### src/rtl/rf_pkg.sv
// Shared definitions for the RedCPU register file and its scoreboard.
package rf_pkg;

  localparam int unsigned RF_WIDTH = 16;
  localparam int unsigned RF_DEPTH = 16;

  // True when addr names a real, writable register.
  function automatic logic addr_ok(input int unsigned addr, input int unsigned depth,
                                   input bit zero_r0);
    return (addr < depth) && !(zero_r0 && (addr == 0));
  endfunction

endpackage

### src/rtl/regfile_2r1w_if.sv
// Register file bus: write port, two read ports and pending-mark request.
interface regfile_2r1w_if import rf_pkg::*; #(
  parameter int unsigned WIDTH = RF_WIDTH,
  parameter int unsigned AW    = $clog2(RF_DEPTH)
);

  logic             we;
  logic [AW-1:0]    waddr;
  logic [WIDTH-1:0] wdata;
  logic [AW-1:0]    ra_addr;
  logic [AW-1:0]    rb_addr;
  logic [WIDTH-1:0] ra_data;
  logic [WIDTH-1:0] rb_data;
  logic             ra_busy;
  logic             rb_busy;
  logic             pend_set;
  logic [AW-1:0]    pend_addr;

  // Decode/writeback side.
  modport master (
    output we, waddr, wdata, ra_addr, rb_addr, pend_set, pend_addr,
    input  ra_data, rb_data, ra_busy, rb_busy
  );

  // Register file side.
  modport slave (
    input  we, waddr, wdata, ra_addr, rb_addr, pend_set, pend_addr,
    output ra_data, rb_data, ra_busy, rb_busy
  );

endinterface

### src/rtl/regfile_score.sv
// Per-register pending scoreboard with two combinational lookups.
module regfile_score import rf_pkg::*; #(
  parameter int unsigned DEPTH   = RF_DEPTH,
  parameter bit          ZERO_R0 = 1'b0,
  parameter int unsigned AW      = $clog2(DEPTH)
) (
  input  logic          clk,
  input  logic          rst_n,
  input  logic          set_en,
  input  logic [AW-1:0] set_addr,
  input  logic          clr_en,    // already qualified by the parent
  input  logic [AW-1:0] clr_addr,
  input  logic [AW-1:0] a_addr,
  input  logic [AW-1:0] b_addr,
  output logic          a_busy,
  output logic          b_busy
);

  logic [DEPTH-1:0] pend_q, pend_d;

  // Next pending vector: clear on write, then set overrides (newer producer wins).
  always_comb begin
    pend_d = pend_q;
    for (int unsigned i = 0; i < DEPTH; i++) begin
      if (clr_en && (clr_addr == AW'(i))) pend_d[i] = 1'b0;
      if (set_en && (set_addr == AW'(i)) && addr_ok(i, DEPTH, ZERO_R0)) pend_d[i] = 1'b1;
    end
  end

  // Pending state register.
  always_ff @(posedge clk or negedge rst_n) begin
    if (!rst_n) pend_q <= '0;
    else        pend_q <= pend_d;
  end

  // Lookups; addresses past DEPTH match nothing and read as not busy.
  always_comb begin
    a_busy = 1'b0;
    b_busy = 1'b0;
    for (int unsigned i = 0; i < DEPTH; i++) begin
      if (a_addr == AW'(i)) a_busy = pend_q[i];
      if (b_addr == AW'(i)) b_busy = pend_q[i];
    end
  end

endmodule

### src/rtl/regfile_2r1w.sv
// Two registered read ports, one write port, write-first bypass, pending scoreboard.
module regfile_2r1w import rf_pkg::*; #(
  parameter int unsigned WIDTH   = RF_WIDTH,
  parameter int unsigned DEPTH   = RF_DEPTH,
  parameter bit          ZERO_R0 = 1'b0,
  parameter int unsigned AW      = $clog2(DEPTH)
) (
  input logic           clk,
  input logic           rst_n,
  regfile_2r1w_if.slave bus
);

  // Flop array rather than RAM so reset can clear every entry asynchronously.
  logic [WIDTH-1:0] regs_q [DEPTH];
  logic [WIDTH-1:0] regs_d [DEPTH];

  logic             wr_ok;
  logic             set_hits_wr;
  logic             byp_a, byp_b;
  logic [WIDTH-1:0] word_a, word_b;
  logic             lk_a_busy, lk_b_busy;

  logic [WIDTH-1:0] ra_data_q, ra_data_d;
  logic [WIDTH-1:0] rb_data_q, rb_data_d;
  logic             ra_busy_q, ra_busy_d;
  logic             rb_busy_q, rb_busy_d;

  assign wr_ok       = bus.we && addr_ok(32'(bus.waddr), DEPTH, ZERO_R0);
  assign set_hits_wr = bus.pend_set && (bus.pend_addr == bus.waddr);
  assign byp_a       = wr_ok && (bus.waddr == bus.ra_addr);
  assign byp_b       = wr_ok && (bus.waddr == bus.rb_addr);

  regfile_score #(
    .DEPTH   (DEPTH),
    .ZERO_R0 (ZERO_R0),
    .AW      (AW)
  ) u_score (
    .clk      (clk),
    .rst_n    (rst_n),
    .set_en   (bus.pend_set),
    .set_addr (bus.pend_addr),
    .clr_en   (wr_ok),
    .clr_addr (bus.waddr),
    .a_addr   (bus.ra_addr),
    .b_addr   (bus.rb_addr),
    .a_busy   (lk_a_busy),
    .b_busy   (lk_b_busy)
  );

  // Write decode into the next-state array.
  always_comb begin
    regs_d = regs_q;
    for (int unsigned i = 0; i < DEPTH; i++) begin
      if (wr_ok && (bus.waddr == AW'(i))) regs_d[i] = bus.wdata;
    end
  end

  // Storage register array.
  always_ff @(posedge clk or negedge rst_n) begin
    if (!rst_n) begin
      for (int unsigned i = 0; i < DEPTH; i++) regs_q[i] <= '0;
    end else begin
      regs_q <= regs_d;
    end
  end

  // Read mux; out-of-range addresses match nothing and return zero.
  always_comb begin
    word_a = '0;
    word_b = '0;
    for (int unsigned i = 0; i < DEPTH; i++) begin
      if (bus.ra_addr == AW'(i)) word_a = regs_q[i];
      if (bus.rb_addr == AW'(i)) word_b = regs_q[i];
    end
  end

  // Read port next values with write-first bypass; a same-edge set keeps busy high.
  always_comb begin
    ra_data_d = byp_a ? bus.wdata : word_a;
    rb_data_d = byp_b ? bus.wdata : word_b;
    ra_busy_d = byp_a ? set_hits_wr : lk_a_busy;
    rb_busy_d = byp_b ? set_hits_wr : lk_b_busy;
  end

  // Read port output registers.
  always_ff @(posedge clk or negedge rst_n) begin
    if (!rst_n) begin
      ra_data_q <= '0;
      rb_data_q <= '0;
      ra_busy_q <= 1'b0;
      rb_busy_q <= 1'b0;
    end else begin
      ra_data_q <= ra_data_d;
      rb_data_q <= rb_data_d;
      ra_busy_q <= ra_busy_d;
      rb_busy_q <= rb_busy_d;
    end
  end

  assign bus.ra_data = ra_data_q;
  assign bus.rb_data = rb_data_q;
  assign bus.ra_busy = ra_busy_q;
  assign bus.rb_busy = rb_busy_q;

endmodule

### src/flat_wrapper.sv
// flat-port wrapper written by rule: the top's interface ports become plain ports
module regfile_2r1w_flat import rf_pkg::*;
#(
  parameter int unsigned WIDTH   = RF_WIDTH,
  parameter int unsigned DEPTH   = RF_DEPTH,
  parameter bit          ZERO_R0 = 1'b0,
  parameter int unsigned AW      = $clog2(DEPTH)
)
  (clk, rst_n, bus_we, bus_waddr, bus_wdata, bus_ra_addr, bus_rb_addr, bus_pend_set, bus_pend_addr, bus_ra_data, bus_rb_data, bus_ra_busy, bus_rb_busy);
  regfile_2r1w_if #(.WIDTH(WIDTH), .AW(AW)) bus_i ();
  input logic clk;
  input logic rst_n;
  input wire logic [$bits(bus_i.we)-1:0] bus_we;
  input wire logic [$bits(bus_i.waddr)-1:0] bus_waddr;
  input wire logic [$bits(bus_i.wdata)-1:0] bus_wdata;
  input wire logic [$bits(bus_i.ra_addr)-1:0] bus_ra_addr;
  input wire logic [$bits(bus_i.rb_addr)-1:0] bus_rb_addr;
  input wire logic [$bits(bus_i.pend_set)-1:0] bus_pend_set;
  input wire logic [$bits(bus_i.pend_addr)-1:0] bus_pend_addr;
  output wire logic [$bits(bus_i.ra_data)-1:0] bus_ra_data;
  output wire logic [$bits(bus_i.rb_data)-1:0] bus_rb_data;
  output wire logic [$bits(bus_i.ra_busy)-1:0] bus_ra_busy;
  output wire logic [$bits(bus_i.rb_busy)-1:0] bus_rb_busy;
  assign bus_i.we = bus_we;
  assign bus_i.waddr = bus_waddr;
  assign bus_i.wdata = bus_wdata;
  assign bus_i.ra_addr = bus_ra_addr;
  assign bus_i.rb_addr = bus_rb_addr;
  assign bus_i.pend_set = bus_pend_set;
  assign bus_i.pend_addr = bus_pend_addr;
  assign bus_ra_data = bus_i.ra_data;
  assign bus_rb_data = bus_i.rb_data;
  assign bus_ra_busy = bus_i.ra_busy;
  assign bus_rb_busy = bus_i.rb_busy;
  regfile_2r1w #(.WIDTH(WIDTH), .DEPTH(DEPTH), .ZERO_R0(ZERO_R0), .AW(AW)) u_core (.clk(clk), .rst_n(rst_n), .bus(bus_i));
endmodule
### config.mk
export PLATFORM = sky130hd
export DESIGN_NAME = regfile_2r1w_flat
export DESIGN_NICKNAME = d
export VERILOG_FILES = /design/src/rtl/rf_pkg.sv /design/src/rtl/regfile_2r1w_if.sv /design/src/rtl/regfile_score.sv /design/src/rtl/regfile_2r1w.sv /design/src/flat_wrapper.sv
export SDC_FILE = /design/constraint.sdc
export NUM_CORES = 1
export LEC_CHECK = 0
export CAP_MARGIN = 20
export CORE_ASPECT_RATIO = 0.9
export CORE_MARGIN = 2
export CORE_UTILIZATION = 40
export CTS_BUF_LIST = sky130_fd_sc_hd__clkbuf_2
export DETAILED_ROUTE_END_ITERATION = 10
export REMOVE_ABC_BUFFERS = 1
export SLEW_MARGIN = 0
export SYNTH_ARGS = -nofsm -noshare
export SYNTH_HDL_FRONTEND = slang
export SYNTH_HIERARCHICAL = 1
export SYNTH_SLANG_ARGS = --single-unit
### constraint.sdc
create_clock -name clk -period 1.7 [get_ports clk]
set_input_delay 0.34 -clock clk [delete_from_list [all_inputs] [get_ports clk]]
set_output_delay 0.34 -clock clk [all_outputs]
set_load 0.005 [all_outputs]
==> qor.txt <==
post-CTS setup repair buffer count: 0
GPL Wtd Cong: 0.943
Post-synth EDFFs: 0
post-synth top area cell: dfrtp_1
first-pass GRT wire length: 103000 um
Top FF cell, synth: dfrtp_1
Yosys top cell area share: 43.2%
post-layout util: 50.4%
failing checks: negative setup slack
ranking of synthesized cells by area: dfrtp_1, mux2_2, o21ai_0, mux2i_1, a21oi_1
Detail Placement HPWL: 47700 um
YS warnings: 6
die area: 0.0460 mm2
R2R Path End: u_core/bus.rb_data[14]
maximum clock path buffer count: 3
FF+latch area: 0.00766 mm2
Worst Hold Slack: 76.0 ps
Vias: 16354
max-slew violations: 0
Critical Path Sink Type: output pin
initial antenna violation count: 4
Inserted Clock Buffers: 85
Die Span Y: 204 um
Synth cell types: 80
R2R depth: 7
status: finished, violations left
hold path start: bus_wdata[12]
clock root buffer master: clkbuf_2
RSZ-0062 raised after global routing: true
Total GRT Usage: 30.3%
metal3 WL: 7230 um
Highest Clock Rate: 506 MHz
Max stage delay on crit path: 440 ps
core box area: 0.0439 mm2
pwr dens: 963 mW/mm2
Place WS: -708 ps
CP Launch Point: u_core/bus.ra_data[14]
Yosys reg bits: 306
syn avg cell area: 10.6 um2
met1 WL: 29600 um
crit-path max FO: 1
Detailed Route WL: 69300 um
grt total ovfl: 0
vias in the first global route: 16271
clock slew seen by the registers of the worst setup and hold paths: 100 ps
final setup vio count: 35
startpoint class of the critical path: register
Synth top cells by count: dfrtp_1, mux2_2, o21ai_0
Reg2Reg Setup Slack: 10 ps
IO Port Bufs: 69
multi-input logic area: 0.00917 mm2
crit path DAT: 1640 ps
leakage power: 0.00981 uW
area grow syn2layout: 24.9%
I/O pins: 70
maximum VDD drop: 0.651 mV
routed wl met2: 30300 um
Worst path slowest cell: dfrtp_1
sequential area share after synthesis: 43.2%
worst slew pin tran: 470 ps
CP Class: reg -> out
Design Area, Final: 0.0221 mm2
Slew headroom: 67.8%
hold worst-path end: u_core/bus.ra_data[12]
H-Tree Depth: 3
Min-Delay Path Depth: 4
Area after DPL: 0.0214 mm2
Buf+Inv Stages, Crit Path: 1
Die Wd: 226 um
crit-path cells: buf_2
highest routed layer: met5
pin count of the biggest net entering global routing: 38
Nets: 2075
skew final: 62.5 ps
CTS tree: done
routed vias/inst: 6.05
Hold Crit Class: in -> reg
fraction of layout cells with a size suffix above 1: 38.8%
CP delay by family, top: flip-flops
final worst slack: -276 ps
FF-to-FF Start: u_core/regs_q[94]
most frequent cell after synthesis: dfrtp_1
Mapped Area: 0.0177 mm2
data required time of the worst path: 1360 ps
DRC Markers: 0
Final ANT Viol Nets: 0
Final Hold Violating Endpoints: 0
Pre-antenna DRT Iters: 6
Total Power: 21300 uW
asr flop ratio synth: 100%
CTS Sinks: 306
Fill cells: 4096
Starting DRT DRC Count: 2138
row cnt: 73
Initial Utilization: 40.4%
Worst-Skew Late Latency: 1050 ps
clock period minus worst slack: 1980 ps
Mapped Cells: 1678
max cap viols: 0
Tcrit/Tclk final: 116%
WL per Instance: 25.7 um
==> through the flow <==
stage	instances	setup TNS, ps
global route	2701	-9270
floorplan	1535	-6110
CTS	2698	-8580
detailed placement	2541	-125610
global placement	2541	-117670
finish	2701	-5700
==> per-layer routing <==
metal	GRT usage (%)	up-vias
met5	0	-
met4	10.7	4
met3	8.15	158
met2	45.6	937
met1	42.0	8240
li1	-	7015
==> state kept, by name (all words and copies together), names as in the netlist <==
| name | flops |
|---|---|
| u_core/bus.rb_data | 16 |
| u_core/bus.ra_busy | 1 |
| u_core/bus.ra_data | 16 |
| u_core/bus.rb_busy | 1 |
| u_core/regs_q | 256 |
| u_core/u_score/pend_q | 16 |
==> layout by cell type (no fill, tap or decap), types with 20 or more instances in the layout <==
| cell type | netlist | layout |
|---|---|---|
| a31oi_1 | 24 | 24 |
| mux2_1 | 27 | 27 |
| mux2_2 | 240 | 240 |
| nand2_1 | 119 | 118 |
| clkbuf_2 | 0 | 117 |
| inv_1 | 20 | 20 |
| nor2b_1 | 34 | 33 |
| o21ai_0 | 139 | 139 |
| mux2i_1 | 56 | 56 |
| buf_2 | 64 | 36 |
| clkdlybuf4s50_1 | 0 | 26 |
| o22ai_1 | 37 | 37 |
| o211ai_1 | 20 | 20 |
| buf_4 | 23 | 293 |
| buf_12 | 0 | 48 |
| a21oi_1 | 91 | 91 |
| nor2_1 | 70 | 68 |
| clkinv_1 | 0 | 20 |
| nor3_1 | 22 | 21 |
| dfrtp_1 | 306 | 306 |
| nand3_1 | 21 | 20 |
| nand2b_1 | 37 | 37 |
==> layout make-up <==
class	count	area share, %
sequential	306	34.6
timing repair buffer	417	16.9
inverter	24	0.407
tap	600	3.39
antenna	3	0.0339
clock inverter	29	0.633
multi-input combinational	1205	41.4
clock buffer	117	2.64
==> power breakdown <==
group          total, uW  leakage [uW]  internal (uW)  switching [uW]
Combinational       5670       0.00547           3030            2640
Clock               5330      0.000564           2010            3330
Sequential         10300       0.00377           8910            1410
Total              21300       0.00981          13900            7370
==> timing repair <==
item / CTS / global route
resized for setup: 137 / 16
hold buffers: 11 / 0
pin swaps: 0 / 2
hold endpoints to repair: 319 / 0
setup endpoints to repair: 36 / 43
==> kinds of logic after synthesis <==
group / Yosys count / synth area share [%]
buffers and inverters: 167 / 5.64
AO/OA/AOI/OAI: 491 / 17.8
multiplexers: 343 / 22.7
AND/OR/NAND/NOR: 359 / 10.1
flip-flops: 306 / 43.2
XOR/XNOR: 12 / 0.593
==> how the worst max path moves through the flow <==
stage               depth (start not counted)                     to  slack [ps]
floorplan                                   4     u_core/bus.rb_busy        -260
global placement                            8  u_core/bus.rb_data[7]        -700
detailed placement                          8  u_core/bus.rb_data[7]        -710
CTS                                         1        bus_ra_data[10]        -370
global route                                1        bus_ra_data[14]        -370
finish                                      1        bus_ra_data[14]        -280
Note: power is estimated with default switching activity, not from simulation.
